<file path="src/rtl/move_commit_ctrl.sv">
// rtl/move_commit_ctrl.sv - player move sequencer: tile read, resolver commit, tile write-back
module move_commit_ctrl #(
   parameter int FLOOR_W      = 4,
   parameter int START_FLOOR  = 0,
   parameter int START_X      = 5,
   parameter int START_Y      = 10,
   parameter int START_HEALTH = 100
) (
   input  logic                 clk,
   input  logic                 rst_n,
   input  logic                 move_valid,
   input  logic [1:0]           move_dir,
   output logic                 move_ready,
   output logic                 move_done,
   output logic                 move_blocked,
   output logic [FLOOR_W+7:0]   map_raddr,
   input  logic [15:0]          map_rdata,
   output logic                 map_we,
   output logic [FLOOR_W+7:0]   map_waddr,
   output logic [15:0]          map_wdata,
   output logic [3:0]           res_pos_x,
   output logic [3:0]           res_pos_y,
   output logic [15:0]          res_tile_id,
   output logic [15:0]          res_floor,
   output logic [3:0]           res_player_x,
   output logic [3:0]           res_player_y,
   output logic [31:0]          res_key_num,
   output logic [15:0]          res_health,
   input  logic [15:0]          res_floor_out,
   input  logic [3:0]           res_goto_x,
   input  logic [3:0]           res_goto_y,
   input  logic [31:0]          res_key_num_out,
   input  logic [15:0]          res_health_out,
   input  logic [15:0]          res_new_tile_id,
   output logic [15:0]          floor,
   output logic [3:0]           player_x,
   output logic [3:0]           player_y,
   output logic [31:0]          key_num,
   output logic [15:0]          health
);

   typedef enum logic [2:0] {
      S_IDLE = 3'd0,
      S_RD   = 3'd1,
      S_WT   = 3'd2,
      S_EXE  = 3'd3,
      S_DONE = 3'd4
   } state_t;

   state_t        state_q, state_d;
   logic [15:0]   floor_q, floor_d;
   logic [3:0]    x_q, x_d;
   logic [3:0]    y_q, y_d;
   logic [31:0]   keys_q, keys_d;
   logic [15:0]   health_q, health_d;
   logic [15:0]   tile_q, tile_d;
   logic [3:0]    tx_q, tx_d;
   logic [3:0]    ty_q, ty_d;
   logic          blocked_q, blocked_d;

   // Target tile for the requested direction and whether it leaves the 16x16 grid.
   logic [3:0]    req_tx;
   logic [3:0]    req_ty;
   logic          req_oob;

   // Decode the one-step target from the current position.
   always_comb begin
      req_tx  = x_q;
      req_ty  = y_q;
      req_oob = 1'b0;
      case (move_dir)
         2'd0: begin
            req_oob = (y_q == 4'd0);
            req_ty  = y_q - 4'd1;
         end
         2'd1: begin
            req_oob = (y_q == 4'd15);
            req_ty  = y_q + 4'd1;
         end
         2'd2: begin
            req_oob = (x_q == 4'd0);
            req_tx  = x_q - 4'd1;
         end
         default: begin
            req_oob = (x_q == 4'd15);
            req_tx  = x_q + 4'd1;
         end
      endcase
   end

   // Sequence one move: read tile, wait for RAM, commit resolver result, report.
   always_comb begin
      state_d   = state_q;
      floor_d   = floor_q;
      x_d       = x_q;
      y_d       = y_q;
      keys_d    = keys_q;
      health_d  = health_q;
      tile_d    = tile_q;
      tx_d      = tx_q;
      ty_d      = ty_q;
      blocked_d = blocked_q;

      move_ready   = (state_q == S_IDLE);
      move_done    = (state_q == S_DONE);
      move_blocked = (state_q == S_DONE) && blocked_q;
      // Only a changed tile is written; the address still carries the old floor
      // because the floor register updates on the same edge that ends EXE.
      map_we       = (state_q == S_EXE) && (res_new_tile_id != tile_q);

      case (state_q)
         S_IDLE: begin
            if (move_valid) begin
               if (req_oob) begin
                  // Edge of the map: report a blocked move without touching RAM.
                  blocked_d = 1'b1;
                  state_d   = S_DONE;
               end else begin
                  tx_d    = req_tx;
                  ty_d    = req_ty;
                  state_d = S_RD;
               end
            end
         end
         S_RD: begin
            state_d = S_WT;
         end
         S_WT: begin
            tile_d  = map_rdata;
            state_d = S_EXE;
         end
         S_EXE: begin
            floor_d   = res_floor_out;
            x_d       = res_goto_x;
            y_d       = res_goto_y;
            keys_d    = res_key_num_out;
            health_d  = res_health_out;
            blocked_d = (res_goto_x == x_q) && (res_goto_y == y_q) &&
                        (res_floor_out == floor_q);
            state_d   = S_DONE;
         end
         S_DONE: begin
            state_d = S_IDLE;
         end
         default: begin
            state_d = S_IDLE;
         end
      endcase
   end

   // State and player registers; reset abandons any move in flight.
   always_ff @(posedge clk) begin
      if (!rst_n) begin
         state_q   <= S_IDLE;
         floor_q   <= 16'(START_FLOOR);
         x_q       <= 4'(START_X);
         y_q       <= 4'(START_Y);
         keys_q    <= 32'd0;
         health_q  <= 16'(START_HEALTH);
         tile_q    <= 16'd0;
         tx_q      <= 4'd0;
         ty_q      <= 4'd0;
         blocked_q <= 1'b0;
      end else begin
         state_q   <= state_d;
         floor_q   <= floor_d;
         x_q       <= x_d;
         y_q       <= y_d;
         keys_q    <= keys_d;
         health_q  <= health_d;
         tile_q    <= tile_d;
         tx_q      <= tx_d;
         ty_q      <= ty_d;
         blocked_q <= blocked_d;
      end
   end

   assign map_raddr    = {floor_q[FLOOR_W-1:0], ty_q, tx_q};
   assign map_waddr    = {floor_q[FLOOR_W-1:0], ty_q, tx_q};
   assign map_wdata    = res_new_tile_id;

   assign res_pos_x    = tx_q;
   assign res_pos_y    = ty_q;
   assign res_tile_id  = tile_q;
   assign res_floor    = floor_q;
   assign res_player_x = x_q;
   assign res_player_y = y_q;
   assign res_key_num  = keys_q;
   assign res_health   = health_q;

   assign floor        = floor_q;
   assign player_x     = x_q;
   assign player_y     = y_q;
   assign key_num      = keys_q;
   assign health       = health_q;

endmodule

</file>
<file path="config.mk">
export PLATFORM = sky130hd
export DESIGN_NAME = move_commit_ctrl
export DESIGN_NICKNAME = d
export VERILOG_FILES = /design/src/rtl/move_commit_ctrl.sv
export SDC_FILE = /design/constraint.sdc
export NUM_CORES = 1
export LEC_CHECK = 0
export CAP_MARGIN = 20
export CELL_PAD_IN_SITES_DETAIL_PLACEMENT = 0
export CELL_PAD_IN_SITES_GLOBAL_PLACEMENT = 1
export CORE_UTILIZATION = 23
export CTS_BUF_LIST = sky130_fd_sc_hd__clkbuf_16
export DETAILED_ROUTE_END_ITERATION = 8
export PLACE_DENSITY_LB_ADDON = 0.1
export SYNTH_ARGS = -nofsm -noshare
export SYNTH_HDL_FRONTEND = slang
export SYNTH_SLANG_ARGS = --single-unit
</file>
<file path="constraint.sdc">
create_clock -name clk -period 1.95 [get_ports clk]
set_input_delay 0.39 -clock clk [delete_from_list [all_inputs] [get_ports clk]]
set_output_delay 0.39 -clock clk [all_outputs]
set_load 0.02 [all_outputs]
</file>
### Yosys cells after proc, flatten, opt, wreduce, memory -nomap -nowiden

Cells that the tools add are included.

| storage, ports and cells | value |
|---|---|
| flip-flop bits (word level) | 100 |
| input port bits | 109 |
| output and inout bits | 212 |
| word-level logic and storage cells | 50 |

| cells by class | value |
|---|---|
| add/subtract/negate cells | 4 |
| eq/ne operators | 14 |
| multiplexer cells | 9 |
| bitwise operators | 1 |
| reduce and logical (&&, ||, !) cells | 12 |

Operators by type and width:

| kind | count |
|---|---|
| $eq A16 B16 Y1 | 1 |
| $ne A16 B16 Y1 | 1 |
| $pmux W4 S2 | 2 |
| $pmux W3 S4 | 1 |
| $add A4 B1 Y4 const B | 2 |
| $eq A4 B4 Y1 | 2 |
| $eq A4 B4 Y1 const B | 2 |
| $logic_not A4 Y1 | 2 |
| $sub A4 B1 Y4 const B | 2 |
| $eq A3 B2 Y1 const B | 2 |
| $mux W3 | 2 |
| $reduce_and A3 Y1 | 2 |
| $logic_and A1 B1 Y1 | 4 |
| $eq A3 B1 Y1 const B | 1 |
| $eq A3 B3 Y1 const B | 1 |
| $logic_not A3 Y1 | 1 |
| $pmux W1 S3 | 1 |
| $eq A2 B1 Y1 const B | 1 |
| $eq A2 B2 Y1 const B | 1 |
| $logic_not A2 Y1 | 1 |
| $mux W1 | 2 |
| $ne A2 B1 Y1 const B | 1 |
| $ne A2 B2 Y1 const B | 1 |
| $pmux W1 S2 | 1 |
| 3 further kinds | 3 |

### Logic depth before layout (Yosys ltp)

| depth | value |
|---|---|
| depth in word-level cells | 5 |
| mapped depth | 8 |
| gate-level depth less buffers | 7 |

### Least setup slack after synthesis

Ideal clock, no wire load.

| path | value |
|---|---|
| path type | input -> register |
| from | input move_dir[0] |
| to | register ty_q[3], in the netlist res_pos_y[3] |
| library setup time | 0.091 ns |
| arrival | 1.828 ns |
| data required time | 1.859 ns |
| slack | 0.031 ns |
| stages | 8 |
| path buffers | 1 |
| path through | buf_2 nand2b_1 ha_1 a21oi_1 a21oi_1 a31o_2 xnor2_1 a311oi_1 |

| between the ends | value |
|---|---|
| longest elaborated chain between the ends | 4 |
| elaborated cells on any way between the ends | 7 |
| classes of those cells | eq/ne: 2; mux: 2; bitwise: 1; reduce/logical: 2 |

RTL lines:

| what | line | RTL |
|---|---|---|
| start, declared | 12 | `input logic [1:0] move_dir,` |
| $eq A2 B2 Y1, or another cell as far along | 71 | `case (move_dir)` |
| $pmux W1 S3 | 71 |  |
| $not A1 Y1 (no line) | n/a |  |
| $reduce_and A3 Y1 (no line) | n/a |  |
| end signal, assigned | 173 | `ty_q <= ty_d;` |
| end, declared | 58 | `logic [3:0] ty_q, ty_d;` |

Parallel ways exist; a longest one is shown, timed or not.
A chain may end at the register's enable or synchronous reset.

### Final worst setup path

| path | value |
|---|---|
| from | register tile_q[3], in the netlist res_tile_id[3] |
| to | output map_we |

| between the ends | value |
|---|---|
| longest elaborated chain between the ends | 2 |

RTL lines:

| what | line | RTL |
|---|---|---|
| start, declared | 56 | `logic [15:0] tile_q, tile_d;` |
| start signal, assigned | 171 | `tile_q <= tile_d;` |
| $ne A16 B16 Y1 | 109 | `map_we = (state_q == S_EXE) && (res_new_tile_id != tile_q);` |
| $logic_and A1 B1 Y1 | 109 |  |
| end, declared | 18 | `output logic map_we,` |

No other way between the ends.

==> impl_results.md <==
- Pleak: 3.00 nW
- Tcrit/Tclk final: 1.02
- EDFF count, synth: 0
- Clk sink count: 100
- Cells after Synth: 641
- Most crowded layer after global routing: met2
- CP endpoint kind: output port
- Global routing usage on met3: 0.0355
- Slew @ Worst Pin: 0.843 ns
- Critical path's largest stage delay: 0.36 ns
- Worst Hold Class: reg -> reg
- Overflow after GRT: 0
- Starting Density: 0.234
- F_max: 501 MHz
- Worst skew pair latency: 0.34 ns
- Commonest non-fill, non-tap cell in the layout: clkdlybuf4s50_1
- FP Rows: 54
- Post-synth top area cell: dfxtp_1
- Startpoint types: register
- Worst clock skew: 0.00636 ns
- Worst slack, placed: -0.801 ns
- Antenna Cells: 0
- Seq pwr share: 0.414
- # IOs: 321
- Core Box Area: 21,800 um^2
- Critical Path RT: 1.56 ns
- CP max stage cell: dfxtp_4
- Vias: 4,923
- Hold Path Stages: 2
- Most frequent cells in the layout: clkdlybuf4s50_1, nand2_1, a21oi_1
- Final critical-path required period: 2.00 ns
- Met1 GRT Util: 0.165
- Synth-to-Final Area Change: 66.4%
- CP Capture Point: map_we
- Synth Cell Area: 5090 um^2
- Avg WL per Cell: 15.0 um
- Yosys cell types: 35
- Net Sw Frac: 0.287
- Layout cells sized above 1: 0.114
- Comb pwr share: 0.248
- Residual DRC: 0
- Peak VDD IR: 0.352 mV
- Net count reported at finish: 987
- Iter 0 DRT Violations: 112
- RSZ-0062 raised after global routing: yes
- CP Depth: 6
- GPL Wtd Cong: 0.757
- Internal reg-to-reg setup slack: 0.19 ns
- Cell Count, Final, Fillers Out: 1,158
- Vias per cell: 4.25
- Cts bufs inserted: 9
- Clock power share: 0.338
- Violated checks: negative setup slack
- CTS tree: done
- Final Hold Vio Count: 0
- Top cell type's share of synthesized area: 0.393
- Die Y: 151 um
- Largest cells by area after synthesis: dfxtp_1, buf_4, nand2_1, a21oi_1, xnor2_1
- H-tree levels: 3
- Internal power: 3.82 mW
- Full die area: 22,700 um^2
- Start point of the critical path: res_tile_id[3]
- Total Wirelength: 17,400 um
- Fraction of registers with async set/reset: 0
- Fin. max-slew vios: 0
- Synth Area per Inst: 7.94 um^2
- Synth Warn #: 0
- Slew margin rel.: 0.438
- Main synth FF type: dfxtp_1
- Utilization after layout: 0.389
- Width of the die: 151 um
- 1st-pass router iterations: 4
- Switching power total: 1.54 mW
- Peak fanout along the critical path: 2
- IO Port Bufs: 320
- CP arrival: 1.61 ns
- Final HPWL DP: 13,100 um
- Worst Path Buf+Inv: 2
- Initial antenna violation count: 0
- Max-cap check violation count: 0
- CTS root buffer: clkbuf_16
- Yosys reg bits: 100
- Seq/Total Area, Yosys: 0.393
- Final setup vio count: 1
- Outcome: finished with violations
- Global-route wire length before repair: 25,400 um
- Hold_ws: 0.473 ns
- Cell Chain, Critical Path: xnor2_2 -> nand4_1 -> nor4_2 -> buf_4 -> nor2_2 -> buf_6
- Clock buffer depth: 2
- Reg-to-Reg Start: player_y[1]
- Worst R2R Path Depth: 6
- Vias in the first global route: 4,713
- Pwr per Cell Area: 633 nW/um^2
- Clock-pin slew on the worst setup and hold paths: 0.07 ns
- Post-route ant nets: 0
- Setup ws final: -0.0452 ns
- CP Class: reg -> out
- Syn_nets: 754
- Cell count after placement: 1,142
- Worst path top cell family by delay: simple AND/OR/NAND/NOR gates
- GR met2 Demand/Resource: 0.263
- R2R Path End: res_pos_x[2]
- Pin count of the biggest net entering global routing: 74
- Tot GR Track Use: 0.146
-- area by class of cell --
class	count	area, um^2
Tap cell	280	350
Fill cell	2232	13300
Multi-Input combinational cell	391	2190
Sequential cell	100	2020
Clock buffer	9	225
Inverter	2	7.51
Clock inverter	6	65.1
Timing Repair Buffer	370	3610
-- cell families (layout without fill, tap and decap cells) --
kind of cell	Yosys count	after routing	synth area share
mux	6	6	0.0179
flops	100	100	0.393
compound gates	108	108	0.114
xor+xnor	48	48	0.0826
buf+inv	150	387	0.194
simple gates	225	225	0.187
fa+ha+maj	4	4	0.0113
-- worst min-delay path by stage --
stage                     slack (ns)       from   endpoint
after global placement          0.46  health[3]  health[3]
after global routing            0.50  health[4]  health[4]
final                           0.47  health[3]  health[3]
after detailed placement        0.47  health[0]  health[0]
after CTS                       0.48  health[4]  health[4]
after floorplan                 0.46  blocked_q  blocked_q
-- registers in the layout, summed over array words and instances, names as in the netlist --
name,flops
floor,16
res_tile_id,16
blocked_q,1
res_pos_x,4
player_x,4
state_q,3
key_num,32
health,16
res_pos_y,4
player_y,4
-- power groups by stage --
stage	logic, mW	clock network, mW	registers [mW]
6_report	1.33	1.81	2.22
5_1_grt	1.43	1.98	2.23
4_1_cts	1.33	1.91	2.22
3_5_place_dp	1.34	0	2.26
3_3_place_gp	1.34	0	2.26
2_1_floorplan	0.601	0	2.35
-- synth_stat cells (5+ instances only) --
cell type	instances
a21oi_1	93
a311oi_1	7
buf_4	113
clkbuf_1	34
dfxtp_1	100
nand2_1	179
nand3_1	11
nand4_1	9
nor4_1	6
o21ai_0	5
xnor2_1	38
xor2_1	10
-- metrics by stage --
step | TNS [ns] | total power [mW] | instance area, um^2
after floorplan | 0 | 2.95 | 5090
after global placement | -3.59 | 3.60 | 8090
after detailed placement | -3.86 | 3.60 | 8090
after CTS | -0.207 | 5.45 | 8370
after global routing | -0.168 | 5.64 | 8470
final | -0.0452 | 5.36 | 8470
-- metal layers --
| metal | vias up | wire [um] |
|---|---|---|
| met4 | 0 | 260 |
| li1 | 2449 | - |
| met3 | 14 | 1440 |
| met5 | - | 0 |
| met1 | 2248 | 6960 |
| met2 | 212 | 8710 |
-- worst reg2reg max path, cell delays in order, from the launching register on --
cell and delay (ns):
dfxtp_1 0.35, or4_4 0.50, mux2i_4 0.20, mux2i_4 0.10, buf_12 0.15, buf_4 0.14
a311oi_1 0.24
-- what timing repair did --
action                                  CTS  global route
buffers inserted                          0             1
gates resized for setup                  34            25
hold buffers                              0             0
endpoints found under the setup margin   21             5
pin swaps                                 6            12
Power figures use the tool's default switching activity.
==> patch (same flow settings) <==
Add an input register stage for `res_key_num_out`, without a reset; this delays it by one clock. The other inputs are not delayed to match.
--- a/src/rtl/move_commit_ctrl.sv
+++ b/src/rtl/move_commit_ctrl.sv
@@ -47,6 +47,12 @@
       S_DONE = 3'd4
    } state_t;
 
+   logic [31:0] res_key_num_out_q;
+
+   always_ff @(posedge clk) begin
+      res_key_num_out_q <= res_key_num_out;
+   end
+
    state_t        state_q, state_d;
    logic [15:0]   floor_q, floor_d;
    logic [3:0]    x_q, x_d;
@@ -133,7 +139,7 @@
             floor_d   = res_floor_out;
             x_d       = res_goto_x;
             y_d       = res_goto_y;
-            keys_d    = res_key_num_out;
+            keys_d    = res_key_num_out_q;
             health_d  = res_health_out;
             blocked_d = (res_goto_x == x_q) && (res_goto_y == y_q) &&
                         (res_floor_out == floor_q);
Behaviour: not the same (Yosys sat finds a counterexample within 10 cycles, from zero or initial values and one cycle with rst_n low).
==> patch against the unedited design <==
  * Count of clock-buffer cells in the layout is 8 higher
  * Sequential cell count is 32 higher
  * First-iteration DRC count is 72% higher
  * Worst setup slack better by 0.064 ns
  * Clock skew is 0.0079 ns higher
  * Area after synthesis is 12% higher
  * Routed wire length is 2.3% higher
  * Total power is 39% higher
  * Fmax is 3.3% higher
  * Design area is 11% higher
  * Critical path type unchanged
  * Largest cell class unchanged
==> patch: results (changes against the unedited design) <==
| Metric | Value |
|---|---|
| GPL Wtd Cong | `0.7605 (+0.52%)` |
| Sequential-to-total area share from yosys stat | `46.17% (+6.9 points)` |
| First-pass GRT wire length | `27420 µm (+8.1%)` |
| Hpwl dp | `12980 µm (-1.1%)` |
| Fill cells | `2492 (+12%)` |
| DR vias | `5112 (+3.8%)` |
| WL/cell | `14.24 µm (-5.1%)` |
| Slew margin rel. | `58.86% (+15 points)` |
| Syn Nets | `786 (+4.2%)` |
| Outcome | `finished, final reports clean` |
| GR Util All Layers | `13.77% (-0.79 points)` |
| Place WS | `-0.5453 ns (+0.2556 ns)` |
| Dominant cells by area after synthesis | `dfxtp_1, buf_4, nand2_1, a21oi_1, xnor2_1` |
| Clock Skew | `0.01423 ns (+0.007872 ns)` |
| Leakage Power | `3.603 nW (+20%)` |
| Met1 wire length | `7334 µm (+5.3%)` |
| Hold Path Class | `primary input to flop` |
| Commonest cells post-synth | `nand2_1, dfxtp_1, buf_4` |
| Library cells used by synthesis | `36 (+2.9%)` |
| Nets@finish | `1024 (+3.7%)` |
| Metal3 WL | `890 µm (-38%)` |
| H-tree Lvls | `4 (+1)` |
| Final Non-Filler Cells | `1248 (+7.8%)` |
| Crit path DAT | `1.54 ns (-0.07 ns)` |
| Met2 wire len | `9357 µm (+7.5%)` |
| Share of layout cells above drive strength 1 | `10.82% (-0.57 points)` |
| Total CTS buffers | `17 (+8)` |
| Initial DRC count | `193 (+72%)` |
| Synthesized area per cell | `8.504 µm² (+7.0%)` |
==> patch: final timing paths <==
path / depth (start not counted) / to / startpoint / slack, ns
setup / recovery: 5 / map_we / res_tile_id[5] / 0.02
hold / removal: 1 / res_key_num_out_q[1] / res_key_num_out[1] / 0.41
hold reg to reg: 2 / key_num[5] / res_key_num_out_q[5] / 0.43
setup reg to reg: 5 / blocked_q / player_y[1] / 0.12
==> patch: final cells by class <==
class	instances	share of cell area, %
clock inverters	15	1.793
well taps	324	4.303
inverters	2	0.09296
clock buffers	17	4.515
flip-flops and latches	132	28.14
multi-input cells	391	22.80
repair buffers	367	38.35
==> patch: metal layers <==
layer	vias up	global-route usage, %
met2	162	25.07
li1	2560	-
met5	-	0
met4	0	4.065
met3	12	3.195
met1	2378	15.90
==> patch: kinds of logic (layout without fill, tap and decap cells) <==
family	after synthesis	in the layout	synth area share (%)
DFF	132	132	46.17
buffers and inverters	150	401	17.34
xor gates and xnor gates	48	48	7.346
AOI/OAI and AO/OA	107	107	10.30
adders and majority gates	4	4	1.006
and+or+nand+nor	226	226	16.70
muxes	6	6	1.137
==> patch: worst max-delay path: stages, from the launching register on <==
cell and delay [ns]:
dfxtp_1 0.32, xnor2_1 0.20, nand4_1 0.13, nor4_2 0.28, nor2_2 0.07, buf_6 0.13
==> patch: stage by stage <==
step | area, µm² | TNS [ns]
global route | 9422 | -0.09046
detailed placement | 8737 | -3.209
finish | 9422 | 0
global placement | 8737 | -3.013
floorplan | 5727 | -0.01825
CTS | 9318 | -0.1094
==> patch: timing repair <==
item / CTS / global route
endpoints found under the setup margin: 23 / 14
pin swaps: 1 / 10
resized for setup: 28 / 39
==> patch: where the power goes <==
part / leakage, nW / internal [mW] / switching [mW]
Combinational: 2.24 / 0.684 / 0.611
Clock: 0.283 / 1.92 / 1.31
Sequential: 1.08 / 2.82 / 0.0967
